[src/rtl/controle_barramento.sv]
// controle_barramento: bus master / arbiter for the shared 16-bit Barramento.
//
// Grants one requesting unit at a time in round-robin order and drives the
// per-port 2-bit control codes (bit 1 = escrever, bit 0 = ler) on the source
// and destination for HOLD_CYCLES cycles. It then spends one turnaround cycle
// with all codes idle while acknowledging the source. Requests whose
// destination is invalid are acknowledged with err and no bus activity.
//
// Optional feature: define BARRAMENTO_BROADCAST_EN to accept dest = 7 as a
// broadcast (source writes, every other port reads). Without it, dest = 7 is
// rejected like dest = 6.
//
// Parameters:
//   HOLD_CYCLES  cycles the codes stay asserted per transfer (1..2^CNT_W-1)
//   CNT_W        width of the hold counter
//
// Ports:
//   clk              rising-edge clock
//   rst              synchronous active-high reset
//   req_wr[5:0]      bit i: port i wants to write onto the bus
//   dest[17:0]       destination of port i in bits [3i+2:3i]
//   ctrl_0..ctrl_5   per-port bus code: 00 idle, 10 escrever, 01 ler
//   ack[5:0]         one-cycle pulse to the served source
//   err              one-cycle pulse with ack when the request was rejected
//   busy             high whenever the arbiter is not idle
module controle_barramento #(
  parameter int unsigned HOLD_CYCLES = 1,
  parameter int unsigned CNT_W       = 4
) (
  input  logic        clk,
  input  logic        rst,
  input  logic [5:0]  req_wr,
  input  logic [17:0] dest,
  output logic [1:0]  ctrl_0,
  output logic [1:0]  ctrl_1,
  output logic [1:0]  ctrl_2,
  output logic [1:0]  ctrl_3,
  output logic [1:0]  ctrl_4,
  output logic [1:0]  ctrl_5,
  output logic [5:0]  ack,
  output logic        err,
  output logic        busy
);

  localparam int unsigned NPORTS = 6;
  localparam int unsigned IDX_W  = 3;
  localparam int unsigned SCAN_W = IDX_W + 1;

  typedef enum logic [1:0] {
    IDLE,
    TRANSFER,
    RELEASE
  } state_t;

  state_t            state;
  logic [IDX_W-1:0]  ptr;
  logic [IDX_W-1:0]  src;
  logic [CNT_W-1:0]  cnt;
  logic [NPORTS-1:0] wr_en;
  logic [NPORTS-1:0] rd_en;

  // Per-port destination fields.
  logic [IDX_W-1:0] dest_arr [NPORTS];

  always_comb begin
    for (int i = 0; i < NPORTS; i++) begin
      dest_arr[i] = dest[3*i +: 3];
    end
  end

  // Round-robin pick: first requester scanning ptr, ptr+1, ... wrapping 5->0.
  logic              found;
  logic [IDX_W-1:0]  win_src;
  logic [IDX_W-1:0]  win_dst;
  logic [SCAN_W-1:0] scan;

  always_comb begin
    found   = 1'b0;
    win_src = '0;
    win_dst = '0;
    scan    = '0;
    for (int k = 0; k < NPORTS; k++) begin
      scan = {1'b0, ptr} + SCAN_W'(k);
      if (scan >= SCAN_W'(NPORTS)) begin
        scan = scan - SCAN_W'(NPORTS);
      end
      if (!found && req_wr[scan[IDX_W-1:0]]) begin
        found   = 1'b1;
        win_src = scan[IDX_W-1:0];
        win_dst = dest_arr[scan[IDX_W-1:0]];
      end
    end
  end

  // Destination check and the code masks for the winning request.
  logic              dst_bcast;
  logic              dst_ok;
  logic [NPORTS-1:0] src_oh;
  logic [NPORTS-1:0] rd_mask;

  always_comb begin
    dst_bcast = 1'b0;
`ifdef BARRAMENTO_BROADCAST_EN
    dst_bcast = (win_dst == 3'd7);
`endif
    dst_ok  = dst_bcast || ((win_dst < 3'd6) && (win_dst != win_src));
    src_oh  = NPORTS'(1) << win_src;
    rd_mask = dst_bcast ? ~src_oh : (NPORTS'(1) << win_dst);
  end

  // Arbiter FSM; every output is a register updated here.
  always_ff @(posedge clk) begin
    if (rst) begin
      state <= IDLE;
      ptr   <= '0;
      src   <= '0;
      cnt   <= '0;
      wr_en <= '0;
      rd_en <= '0;
      ack   <= '0;
      err   <= 1'b0;
      busy  <= 1'b0;
    end else begin
      // ack/err are single-cycle pulses unless set below.
      ack <= '0;
      err <= 1'b0;
      unique case (state)
        IDLE: begin
          if (found) begin
            src  <= win_src;
            busy <= 1'b1;
            if (dst_ok) begin
              wr_en <= src_oh;
              rd_en <= rd_mask;
              cnt   <= CNT_W'(HOLD_CYCLES - 1);
              state <= TRANSFER;
            end else begin
              ack   <= src_oh;
              err   <= 1'b1;
              state <= RELEASE;
            end
          end
        end
        TRANSFER: begin
          if (cnt != '0) begin
            cnt <= cnt - CNT_W'(1);
          end else begin
            // Codes drop together with ack: this is the turnaround cycle.
            wr_en <= '0;
            rd_en <= '0;
            ack   <= NPORTS'(1) << src;
            state <= RELEASE;
          end
        end
        RELEASE: begin
          ptr   <= (src == IDX_W'(NPORTS - 1)) ? '0 : src + IDX_W'(1);
          busy  <= 1'b0;
          state <= IDLE;
        end
        default: begin
          state <= IDLE;
        end
      endcase
    end
  end

  assign ctrl_0 = {wr_en[0], rd_en[0]};
  assign ctrl_1 = {wr_en[1], rd_en[1]};
  assign ctrl_2 = {wr_en[2], rd_en[2]};
  assign ctrl_3 = {wr_en[3], rd_en[3]};
  assign ctrl_4 = {wr_en[4], rd_en[4]};
  assign ctrl_5 = {wr_en[5], rd_en[5]};

  // Bus safety: one writer at most, never writer and reader on one port.
  a_one_writer : assert property (@(posedge clk) disable iff (rst) $onehot0(wr_en));
  a_no_code_11 : assert property (@(posedge clk) disable iff (rst) (wr_en & rd_en) == '0);
  a_one_ack    : assert property (@(posedge clk) disable iff (rst) $onehot0(ack));

endmodule

[config.mk]
export PLATFORM = sky130hd
export DESIGN_NAME = controle_barramento
export DESIGN_NICKNAME = d
export VERILOG_FILES = /design/src/rtl/controle_barramento.sv
export SDC_FILE = /design/constraint.sdc
export NUM_CORES = 1
export LEC_CHECK = 0
export ABC_AREA = 0
export BUFFER_PORTS_ARGS = -buffer_cell sky130_fd_sc_hd__clkbuf_2
export CAP_MARGIN = 20
export CORE_UTILIZATION = 63
export DETAILED_ROUTE_END_ITERATION = 12
export HOLD_SLACK_MARGIN = 0.06
export PLACE_DENSITY = 0.95
export SLEW_MARGIN = 20
export SYNTH_ARGS = -nofsm -noshare
export SYNTH_HDL_FRONTEND = slang
export SYNTH_SLANG_ARGS = --single-unit
[constraint.sdc]
create_clock -name clk -period 9.24 [get_ports clk]
set_input_delay 0.462 -clock clk [delete_from_list [all_inputs] [get_ports clk]]
set_output_delay 0.462 -clock clk [all_outputs]
set_load 0.02 [all_outputs]
==> results of run 1 <==
## how the worst max path moves through the flow
| stage | slack [ns] | from | endpoint |
|---|---|---|---|
| after detailed placement | 3.98 | ptr[0]$_SDFFE_PP0P_ | wr_en[2]$_SDFFE_PP0P_ |
| final | 3.90 | ptr[0]$_SDFFE_PP0P_ | rd_en[4]$_SDFFE_PP0P_ |
| after global routing | 3.57 | ptr[0]$_SDFFE_PP0P_ | ack[3]$_SDFF_PP0_ |
| after global placement | 4.16 | ptr[0]$_SDFFE_PP0P_ | rd_en[5]$_SDFFE_PP0P_ |
| after CTS | 3.95 | ptr[0]$_SDFFE_PP0P_ | rd_en[4]$_SDFFE_PP0P_ |
| after floorplan | 4.85 | ptr[0]$_SDFFE_PP0P_ | wr_en[2]$_SDFFE_PP0P_ |
## worst max-delay path: cells and delay by family, from the launching register on
kind                     cells  cell delay [ns]
adder cells (fa/ha/maj)      1             0.78
AO/OA/AOI/OAI                5             2.33
buffers and inverters        1             0.17
XOR/XNOR                     1             0.17
AND/OR/NAND/NOR              4             0.89
flip-flops                   1             0.93
## cells in the mapped netlist (6+ instances only)
| master | instances |
|---|---|
| a211oi_1 | 6 |
| a21oi_1 | 18 |
| a31oi_1 | 6 |
| a32o_1 | 12 |
| and2_1 | 6 |
| buf_2 | 8 |
| dfxtp_1 | 32 |
| ha_1 | 9 |
| inv_1 | 11 |
| mux2_2 | 12 |
| mux2i_1 | 26 |
| nand2_1 | 34 |
| nand3_1 | 7 |
| nor2_1 | 36 |
| nor2b_1 | 6 |
| nor3_1 | 14 |
| o21ai_0 | 13 |
| o22ai_1 | 12 |
## power by group through the flow
stage	Clock [mW]	Combinational, mW	Sequential (mW)
final	0.114	0.824	0.215
after global routing	0.122	0.889	0.220
after CTS	0.116	0.808	0.214
after detailed placement	0	0.802	0.217
after global placement	0	0.783	0.214
after floorplan	0	0.648	0.223
## final cells by class
| cell class | count | share of cell area (%) |
|---|---|---|
| repair buffers | 45 | 6.76 |
| flip-flops and latches | 32 | 19.3 |
| multi-input cells | 310 | 67.9 |
| well taps | 52 | 1.95 |
| inverters | 11 | 1.24 |
| clock buffers | 7 | 2.89 |
## state kept, by name, summed over array words and instances, names as in the netlist
register  count
err           1
rd_en         6
cnt           4
ack           6
src           3
busy          1
wr_en         6
ptr           3
state         2
## cells by family after synthesis
kind of cell | count (synthesis) | synth area share (%)
and+or+nand+nor | 141 | 23.8
AOI/OAI and AO/OA | 107 | 27.3
muxes | 42 | 15.4
DFF | 32 | 20.9
buffers and inverters | 30 | 5.23
xor gates and xnor gates | 11 | 3.76
adders and majority gates | 9 | 3.68
## metal layers
layer | track usage [%] | routed length, µm | up-vias
met3 | 4.78 | 536 | 27
met4 | 16.8 | 280 | 0
met2 | 56.9 | 3930 | 157
met5 | 0 | 0 | -
met1 | 35.8 | 3170 | 1437
li1 | - | - | 1482
==> impl_metrics.sql, run 1 <==
INSERT INTO impl_metrics (metric_group, metric, value, unit) VALUES
('finish', 'area_delta_synth_final', '8.79', '%'),
('sta', 'maxSlewHeadroom', '37.6', '%'),
('power_and_ir_drop', 'power_frac_comb', '71.4', '%'),
('clock_tree', 'root_buffer', 'clkbuf_8', ''),
('synthesis', 'avgSynthCellArea', '8.23', 'µm²'),
('synthesis', 'gate_count_after_technology_mapping', '372', ''),
('power_and_ir_drop', 'seqPwrFrac', '18.7', '%'),
('power_and_ir_drop', 'p_leak', '1.27', 'nW'),
('status', 'status', 'completed', ''),
('sta', 'holdWs', '0.464', 'ns'),
('placed_design', 'numPortBuffers', '45', ''),
('clock_tree', 'deepest_clock_path_buffer_count', '2', ''),
('grt', 'grt_max_degree', '38', ''),
('synthesis', 'postSynth.asyncResetShare', '0', '%'),
('floorplanning', 'pin_count', '46', ''),
('synthesis', 'yosysWarningCount', '0', ''),
('synthesis', 'ys_seq_area_share', '20.9', '%'),
('finish', 'n_diodes', '0', ''),
('synthesis', 'synth.top_cell.area_share', '20.9', '%'),
('routing', 'via_per_inst', '6.79', ''),
('power_and_ir_drop', 'ir_worst_vdd', '0.242', 'mV'),
('clock_tree', 'worst_skew_pair.late_latency', '0.29', 'ns'),
('power_and_ir_drop', 'clkPwrFrac', '9.9', '%'),
('clock_tree', 'cts.repair.resized', '0', ''),
('routing', 'num_vias', '3103', ''),
('clock_tree', 'cts_inserted_buffers', '5', ''),
('placed_design', 'dpl-instance-area', '3230', 'µm²'),
('power_and_ir_drop', 'power.switching_fraction', '52.7', '%'),
('synthesis', 'ys_ff_latch', '32', ''),
('finish', 'proportion_of_layout_cells_with_a_drive_suffix_above_1', '21.0', '%'),
('worst_setup_path', 'data_required_time_at_the_worst_endpoint', '9.47', 'ns'),
('sta', 'max_clock_freq', '187', 'MHz'),
('sta', 'post-route-worst-setup-slack', '3.90', 'ns'),
('worst_setup_path', 'setup.worst_path.start_class', 'flop', ''),
('finish', 'mostFrequentLayoutCell', 'clkbuf_2', ''),
('routing', 'first_iter_violations', '233', ''),
('routing', 'first_pass_iters', '5', ''),
('finish', 'multi_input_comb_area', '2260', 'µm²'),
('finish', 'nFillCells', '341', ''),
('placed_design', 'gpl.final_weighted_congestion', '0.969', ''),
('synthesis', 'mappedNetlistArea', '3060', 'µm²'),
('worst_setup_path', 'worst-r2r-cell-count', '12', ''),
('placed_design', 'dp_hpwl', '6.08', 'mm'),
('floorplanning', 'dieArea', '5140', 'µm²'),
('grt', 'grt_first_pass_wirelength', '12.8', 'mm'),
('finish', 'stdcell_count', '457', ''),
('worst_setup_path', 'max_fanout_on_critical_path', '37', ''),
('finish', 'nNetsFinal', '440', ''),
('sta', 'min_period', '5.34', 'ns'),
('sta', 'grt_setup_unrepaired', 'false', ''),
('hold_path', 'timing.hold.worst.start', 'busy$_SDFFE_PP0P_', ''),
('floorplanning', 'design.core.area', '4500', 'µm²'),
('power_and_ir_drop', 'p_switching', '0.608', 'mW'),
('worst_setup_path', 'timing.critical_path.cells', 'inv_1 -> ha_1 -> nor2b_1 -> o32ai_2 -> nor4_1 -> a31oi_1 -> nor4_4 -> o31ai_1 -> xnor2_1 -> or3_4 -> a211oi_4 -> a22o_1', ''),
('worst_setup_path', 'critPathSlowestCell', 'dfxtp_2', ''),
('synthesis', 'synthFlopType', 'dfxtp_1', ''),
('synthesis', 'yosys-top-cells-area', 'dfxtp_1 21%, mux2i_1 8.5%, nor2_1 4.4%', ''),
('grt', 'via_count_of_the_first_global_routing_pass', '2809', ''),
('routing', 'drcViolationCount', '0', ''),
('clock_tree', 'cts_htree_levels', '2', ''),
('hold_path', 'hold-path-cell-count', '2', ''),
('sta', 'worst_clock_skew', '0.00915', 'ns'),
('worst_setup_path', 'critical_path.max_stage_delay', '0.93', 'ns'),
('synthesis', 'net_count_after_synthesis', '407', ''),
('clock_tree', 'post_cts_buffers', '0', ''),
('power_and_ir_drop', 'total_power_density_per_cell_area', '347', 'nW/µm²'),
('clock_tree', 'clk_pin_slew', '0.06', 'ns'),
('routing', 'drt-wirelength-per-cell', '17.3', 'µm'),
('finish', 'post-route-cell-area', '3330', 'µm²'),
('worst_setup_path', 'worstPathArrival', '5.56', 'ns'),
('finish', 'layout.area.seq', '642', 'µm²');
Power figures use the tool's default switching activity.
==> run 2: changes to the inputs <==
--- a/config.mk
+++ b/config.mk
@@ -8,10 +8,10 @@
 export ABC_AREA = 0
 export BUFFER_PORTS_ARGS = -buffer_cell sky130_fd_sc_hd__clkbuf_2
 export CAP_MARGIN = 20
-export CORE_UTILIZATION = 63
+export CORE_UTILIZATION = 53
 export DETAILED_ROUTE_END_ITERATION = 12
 export HOLD_SLACK_MARGIN = 0.06
-export PLACE_DENSITY = 0.95
+export PLACE_DENSITY = 0.88
 export SLEW_MARGIN = 20
 export SYNTH_ARGS = -nofsm -noshare
 export SYNTH_HDL_FRONTEND = slang
==> constraint.sdc (replaced) <==
create_clock -name clk -period 4.52 [get_ports clk]
set_input_delay 0.226 -clock clk [delete_from_list [all_inputs] [get_ports clk]]
set_output_delay 0.226 -clock clk [all_outputs]
set_load 0.02 [all_outputs]
==> run 2 against run 1 <==
Global-route usage decreased by 3.2 points. Cell count increased by 8.1%. Register-to-register slack got worse by 3.7 ns. Worst setup slack got worse by 3.7 ns. Wire length increased by 9.0%. Clock power increased by 89%. Utilization decreased by 11 points. Via count increased by 1.4%. Sequential share of layout area decreased by 0.85 points. Sequential cell count unchanged. First-iteration DRC count decreased by 31%. Largest power group unchanged.
==> impl_metrics.sql, run 2 (synthesized netlist as in run 1, its figures left out) <==
INSERT INTO impl_metrics (metric_group, metric, value, unit) VALUES
('clock_tree', 'cts_tree', 'yes', ''),
('power_and_ir_drop', 'p_leak', '1.35', 'nW'),
('clock_tree', 'clk_pin_slew', '0.07', 'ns'),
('grt', 'grt_max_degree', '21', ''),
('finish', 'proportion_of_layout_cells_with_a_drive_suffix_above_1', '24.4', '%'),
('sta', 'grt_setup_unrepaired', 'false', ''),
('routing', 'postRouteWirelength', '8.63', 'mm'),
('finish', 'layout.area.seq', '642', 'µm²'),
('placed_design', 'numPortBuffers', '45', ''),
('worst_setup_path', 'timing.critical_path.cells', 'inv_1 -> ha_2 -> nor2b_1 -> o31a_1 -> or2_1 -> o311a_2 -> and2_1 -> a211oi_1 -> o21ai_0 -> mux2_2 -> or3_4 -> a211oi_4 -> buf_12 -> a32o_1', ''),
('worst_setup_path', 'worstPathArrival', '4.52', 'ns'),
('routing', 'antenna_violating_nets_post_route', '0', ''),
('clock_tree', 'root_buffer', 'clkbuf_8', ''),
('sta', 'worst_clock_skew', '0.00248', 'ns'),
('finish', 'highest_count_cells_in_the_layout_ignoring_fill_and_taps', '45 x clkbuf_2, 36 x nor2_1, 34 x nand2_1', ''),
('worst_setup_path', 'max_fanout_on_critical_path', '12', ''),
('status', 'status', 'completed', ''),
('routing', 'num_vias', '3146', ''),
('sta', 'tns', '0', 'ns'),
('floorplanning', 'dieHeight', '78.0', 'µm'),
('grt', 'via_count_of_the_first_global_routing_pass', '2891', ''),
('clock_tree', 'worst_skew_pair.late_latency', '0.28', 'ns'),
('clock_tree', 'cts_htree_levels', '2', ''),
('floorplanning', 'row_count', '27', ''),
('grt', 'groute.usage.overall', '28.4', '%'),
('worst_setup_path', 'critical_path.max_stage_delay', '0.52', 'ns'),
('clock_tree', 'post_cts_hold_buffer_count', '0', ''),
('grt', 'grt_antenna_before_repair', '0', ''),
('sta', 'post-route-period-util', '95.1', '%'),
('finish', 'area_delta_synth_final', '13.8', '%'),
('clock_tree', 'cts_inserted_buffers', '5', ''),
('sta', 'hold_violations', '0', ''),
('job', 'timing.max_cap.violations', '0', ''),
('worst_setup_path', 'setup.worst_path.start_class', 'flop', ''),
('worst_setup_path', 'worstSetupEndpointType', 'flop', ''),
('sta', 'setup_viol', '0', ''),
('routing', 'drt-wirelength-per-cell', '17.5', 'µm'),
('sta', 'maxSlewHeadroom', '56.0', '%'),
('power_and_ir_drop', 'ir_worst_vdd', '0.617', 'mV'),
('worst_setup_path', 'critical_path_buf_inv_count', '2', ''),
('sta', 'slew_violations', '0', ''),
('worst_setup_path', 'critPathSlowestCell', 'dfxtp_1', ''),
('grt', 'grt.overflow.total', '0', ''),
('sta', 'min_period', '4.30', 'ns'),
('worst_setup_path', 'path_class', 'reg -> reg', ''),
('routing', 'first_pass_iters', '5', ''),
('finish', 'mostFrequentLayoutCell', 'clkbuf_2', ''),
('finish', 'reg_top3', 'ack x6, rd_en x6, wr_en x6', ''),
('floorplanning', 'initial_core_util', '55.3', '%'),
('finish', 'nFillCells', '502', ''),
('worst_setup_path', 'data_required_time_at_the_worst_endpoint', '4.74', 'ns'),
('clock_tree', 'numClockSinks', '32', ''),
('routing', 'drcViolationCount', '0', ''),
('finish', 'finalCoreUtilization', '62.9', '%'),
('floorplanning', 'dieArea', '6080', 'µm²'),
('floorplanning', 'dieWidth', '78.0', 'µm'),
('placed_design', 'gpl.final_weighted_congestion', '0.970', ''),
('power_and_ir_drop', 'total_power_density_per_cell_area', '734', 'nW/µm²'),
('floorplanning', 'design.core.area', '5540', 'µm²'),
('finish', 'multi_input_comb_area', '2260', 'µm²'),
('placed_design', 'dp_hpwl', '6.67', 'mm'),
('finish', 'nNetsFinal', '456', ''),
('grt', 'grt_first_pass_wirelength', '13.7', 'mm'),
('finish', 'n_diodes', '0', ''),
('hold_path', 'hold_class', 'in -> reg', ''),
('routing', 'via_per_inst', '6.37', ''),
('floorplanning', 'pin_count', '46', ''),
('clock_tree', 'deepest_clock_path_buffer_count', '2', ''),
('sta', 'max_clock_freq', '233', 'MHz'),
('sta', 'tightestPinTransition', '0.650', 'ns'),
('worst_setup_path', 'cp_top_family', 'compound AO/OA/AOI/OAI gates', ''),
('routing', 'first_iter_violations', '160', ''),
('sta', 'holdWs', '0.391', 'ns');
==> run 2: what timing repair did <==
| item | 4_1_cts | 5_1_grt |
|---|---|---|
| buffers inserted | 0 | 1 |
| resized for setup | 0 | 2 |
| endpoints found under the setup margin | 0 | 20 |
==> run 2: layout make-up <==
class	count	share of cell area, %
Inverter	11	1.18
Timing Repair Buffer	61	10.3
Sequential cell	32	18.4
Tap cell	72	2.59
Clock buffer	6	2.08
Clock inverter	2	0.467
Multi-Input combinational cell	310	65.0
==> run 2: metal layers <==
metal	global-route usage (%)	vias to the layer above	part of all wire, %
li1	-	1508	-
met2	49.9	129	48
met4	13.7	0	3.8
met1	34.1	1482	42
met3	3.29	27	5.7
met5	0	-	0
==> run 2: report_power, final <==
part	leakage, nW	total (mW)	internal (mW)	switching [mW]
clock	0.0414	0.215	0.109	0.106
combinational	1.04	1.94	0.778	1.16
sequential	0.261	0.406	0.354	0.0520
total	1.35	2.56	1.24	1.32
==> run 2: stage by stage <==
step	std cells	total power [mW]	worst slack, ns	area (µm²)
final	494	2.56	0.223	3480
after global routing	494	2.73	0.00385	3480
after CTS	493	2.49	0.0220	3460
after detailed placement	485	2.26	0.0373	3370
after global placement	485	2.22	0.277	3370
after floorplan	372	1.78	0.127	3060
==> run 2: final timing paths <==
path	startpoint	slack (ns)	end	cells past startpoint
worst max-delay path	ptr[1]$_SDFFE_PP0P_	0.22	rd_en[3]$_SDFFE_PP0P_	14
worst min-delay path	rst	0.39	ptr[2]$_SDFFE_PP0P_	2
worst max register to register	ptr[1]$_SDFFE_PP0P_	0.22	rd_en[3]$_SDFFE_PP0P_	14
worst min register to register	busy$_SDFFE_PP0P_	0.47	busy$_SDFFE_PP0P_	2
==> run 3: changes to the inputs <==
--- a/config.mk
+++ b/config.mk
@@ -12,6 +12,7 @@
 export DETAILED_ROUTE_END_ITERATION = 12
 export HOLD_SLACK_MARGIN = 0.06
 export PLACE_DENSITY = 0.88
+export RECOVER_POWER = 100
 export SLEW_MARGIN = 20
 export SYNTH_ARGS = -nofsm -noshare
 export SYNTH_HDL_FRONTEND = slang
==> run 3 against run 2 <==
Power fell by 0.71%. Die area stayed put. Clock skew barely moved. Worst setup slack improved by 0.0017 ns. Wire length is 0.51% lower. Register-to-register slack is essentially flat. Critical path depth grew 1. Utilization shrank 0.52 points. First-iteration DRC count fell by 8.1%. Global-route usage unchanged. Sequential share of layout area up 0.15 points. Critical endpoint unchanged. Largest cell class unchanged.
==> impl_metrics.sql, run 3 (synthesized netlist as in run 1, its figures left out) <==
INSERT INTO impl_metrics (metric_group, metric, value, unit) VALUES
('routing', 'num_vias', '3123', ''),
('floorplanning', 'dieWidth', '78.0', 'µm'),
('sta', 'setup_viol', '0', ''),
('finish', 'proportion_of_layout_cells_with_a_drive_suffix_above_1', '19.4', '%'),
('sta', 'grt_setup_unrepaired', 'false', ''),
('clock_tree', 'cts_htree_levels', '2', ''),
('floorplanning', 'dieArea', '6080', 'µm²'),
('finish', 'post-route-cell-area', '3460', 'µm²'),
('sta', 'worst_clock_skew', '0.00264', 'ns'),
('grt', 'grt_max_degree', '21', ''),
('placed_design', 'dp_hpwl', '6.67', 'mm'),
('job', 'timing.max_cap.violations', '0', ''),
('sta', 'tightestPinTransition', '0.647', 'ns'),
('placed_design', 'dpl-instance-area', '3370', 'µm²'),
('clock_tree', 'numClockSinks', '32', ''),
('routing', 'first_pass_iters', '4', ''),
('sta', 'post-route-worst-setup-slack', '0.225', 'ns'),
('finish', 'reg_top3', 'ack x6, rd_en x6, wr_en x6', ''),
('worst_setup_path', 'worstPathArrival', '4.52', 'ns'),
('grt', 'grt.overflow.total', '0', ''),
('grt', 'grt_first_pass_wirelength', '13.7', 'mm'),
('worst_setup_path', 'data_required_time_at_the_worst_endpoint', '4.74', 'ns'),
('power_and_ir_drop', 'total_power_density_per_cell_area', '735', 'nW/µm²'),
('power_and_ir_drop', 'ir_worst_vdd', '0.606', 'mV'),
('worst_setup_path', 'path_class', 'reg -> reg', ''),
('finish', 'highest_count_cells_in_the_layout_ignoring_fill_and_taps', '36 x nor2_1, 34 x nand2_1, 31 x dfxtp_1', ''),
('finish', 'multi_input_comb_area', '2260', 'µm²'),
('finish', 'area_delta_synth_final', '12.9', '%'),
('sta', 'slew_violations', '0', ''),
('clock_tree', 'root_buffer', 'clkbuf_8', ''),
('placed_design', 'placement.setup.worst_slack', '0.0373', 'ns'),
('routing', 'drcViolationCount', '0', ''),
('finish', 'nNetsFinal', '456', ''),
('hold_path', 'hold_class', 'in -> reg', ''),
('floorplanning', 'row_count', '27', ''),
('worst_setup_path', 'worst-r2r-cell-count', '15', ''),
('routing', 'antenna_violating_nets_post_route', '0', ''),
('finish', 'n_diodes', '0', ''),
('floorplanning', 'initial_core_util', '55.3', '%'),
('grt', 'via_count_of_the_first_global_routing_pass', '2891', ''),
('floorplanning', 'dieHeight', '78.0', 'µm'),
('routing', 'via_per_inst', '6.32', ''),
('worst_setup_path', 'max_fanout_on_critical_path', '18', ''),
('floorplanning', 'design.core.area', '5540', 'µm²'),
('power_and_ir_drop', 'p_leak', '1.27', 'nW'),
('grt', 'grt_antenna_before_repair', '0', ''),
('sta', 'min_period', '4.30', 'ns'),
('sta', 'hold_violations', '0', ''),
('sta', 'holdWs', '0.392', 'ns'),
('status', 'status', 'completed', ''),
('hold_path', 'hold-path-cell-count', '2', ''),
('sta', 'tns', '0', 'ns'),
('finish', 'nFillCells', '515', ''),
('placed_design', 'numPortBuffers', '45', ''),
('routing', 'postRouteWirelength', '8.58', 'mm'),
('sta', 'max_clock_freq', '233', 'MHz'),
('clock_tree', 'clk_pin_slew', '0.07', 'ns'),
('floorplanning', 'pin_count', '46', ''),
('grt', 'groute.usage.overall', '28.4', '%'),
('sta', 'post-route-period-util', '95.0', '%'),
('finish', 'mostFrequentLayoutCell', 'nor2_1', ''),
('clock_tree', 'worst_skew_pair.late_latency', '0.28', 'ns'),
('finish', 'layout.area.seq', '642', 'µm²'),
('routing', 'first_iter_violations', '147', ''),
('clock_tree', 'cts_inserted_buffers', '5', ''),
('placed_design', 'gpl.final_weighted_congestion', '0.970', ''),
('worst_setup_path', 'setup.worst_path.start_class', 'flop', ''),
('worst_setup_path', 'worstSetupEndpointType', 'flop', ''),
('clock_tree', 'deepest_clock_path_buffer_count', '2', ''),
('sta', 'maxSlewHeadroom', '56.2', '%'),
('clock_tree', 'cts_tree', 'yes', ''),
('power_and_ir_drop', 'total_power', '2.54', 'mW'),
('routing', 'drt-wirelength-per-cell', '17.4', 'µm');
run 3: path summary, 6_finish.rpt:
path / from / end / slack (ns)
worst min-delay path: rst / ptr[2]$_SDFFE_PP0P_ / 0.39
worst max register to register: ptr[1]$_SDFFE_PP0P_ / rd_en[3]$_SDFFE_PP0P_ / 0.22
worst min register to register: busy$_SDFFE_PP0P_ / busy$_SDFFE_PP0P_ / 0.46
worst max-delay path: ptr[1]$_SDFFE_PP0P_ / rd_en[3]$_SDFFE_PP0P_ / 0.22
run 3: metrics by stage:
| step | std cells | util, % |
|---|---|---|
| 3_5_place_dp | 485 | 60.9 |
| 5_1_grt | 494 | 62.4 |
| 3_3_place_gp | 485 | 60.9 |
| 4_1_cts | 493 | 62.5 |
| 6_report | 494 | 62.4 |
| 2_1_floorplan | 372 | - |
run 3: worst max-delay path, stage by stage, from the launching register on:
cell      delay (ns)
dfxtp_1         0.52
inv_1           0.19
ha_1            0.46
buf_4           0.26
nand2b_1        0.13
o22ai_1         0.06
a31o_2          0.32
o21a_1          0.33
o311a_1         0.18
o31ai_1         0.35
nand2_1         0.15
mux2_2          0.30
or3_4           0.40
a211oi_4        0.28
buf_12          0.17
a32o_1          0.14
run 3: report_power, final:
| part | switching, mW | internal, mW |
|---|---|---|
| Sequential | 0.0521 | 0.354 |
| Clock | 0.106 | 0.109 |
| Combinational | 1.16 | 0.759 |
run 3: metal layers:
metal / up-vias / wire (µm) / global-route usage, %
met3: 27 / 438 / 3.29
met1: 1473 / 3700 / 34.1
li1: 1512 / - / -
met5: - / 0 / 0
met4: 0 / 318 / 13.7
met2: 111 / 4130 / 49.9
run 3: area by class of cell:
type                    count  share of cell area [%]
repair buffers             61                    9.52
inverters                  11                    1.19
flip-flops and latches     32                    18.6
clock buffers               6                    2.10
well taps                  72                    2.61
multi-input cells         310                    65.5
clock inverters             2                   0.471
run 3: repair_timing:
action	4_1_cts	5_1_grt
setup endpoints to repair	0	20
buffers inserted	0	1
hold buffers	0	0
gates resized for setup	0	2
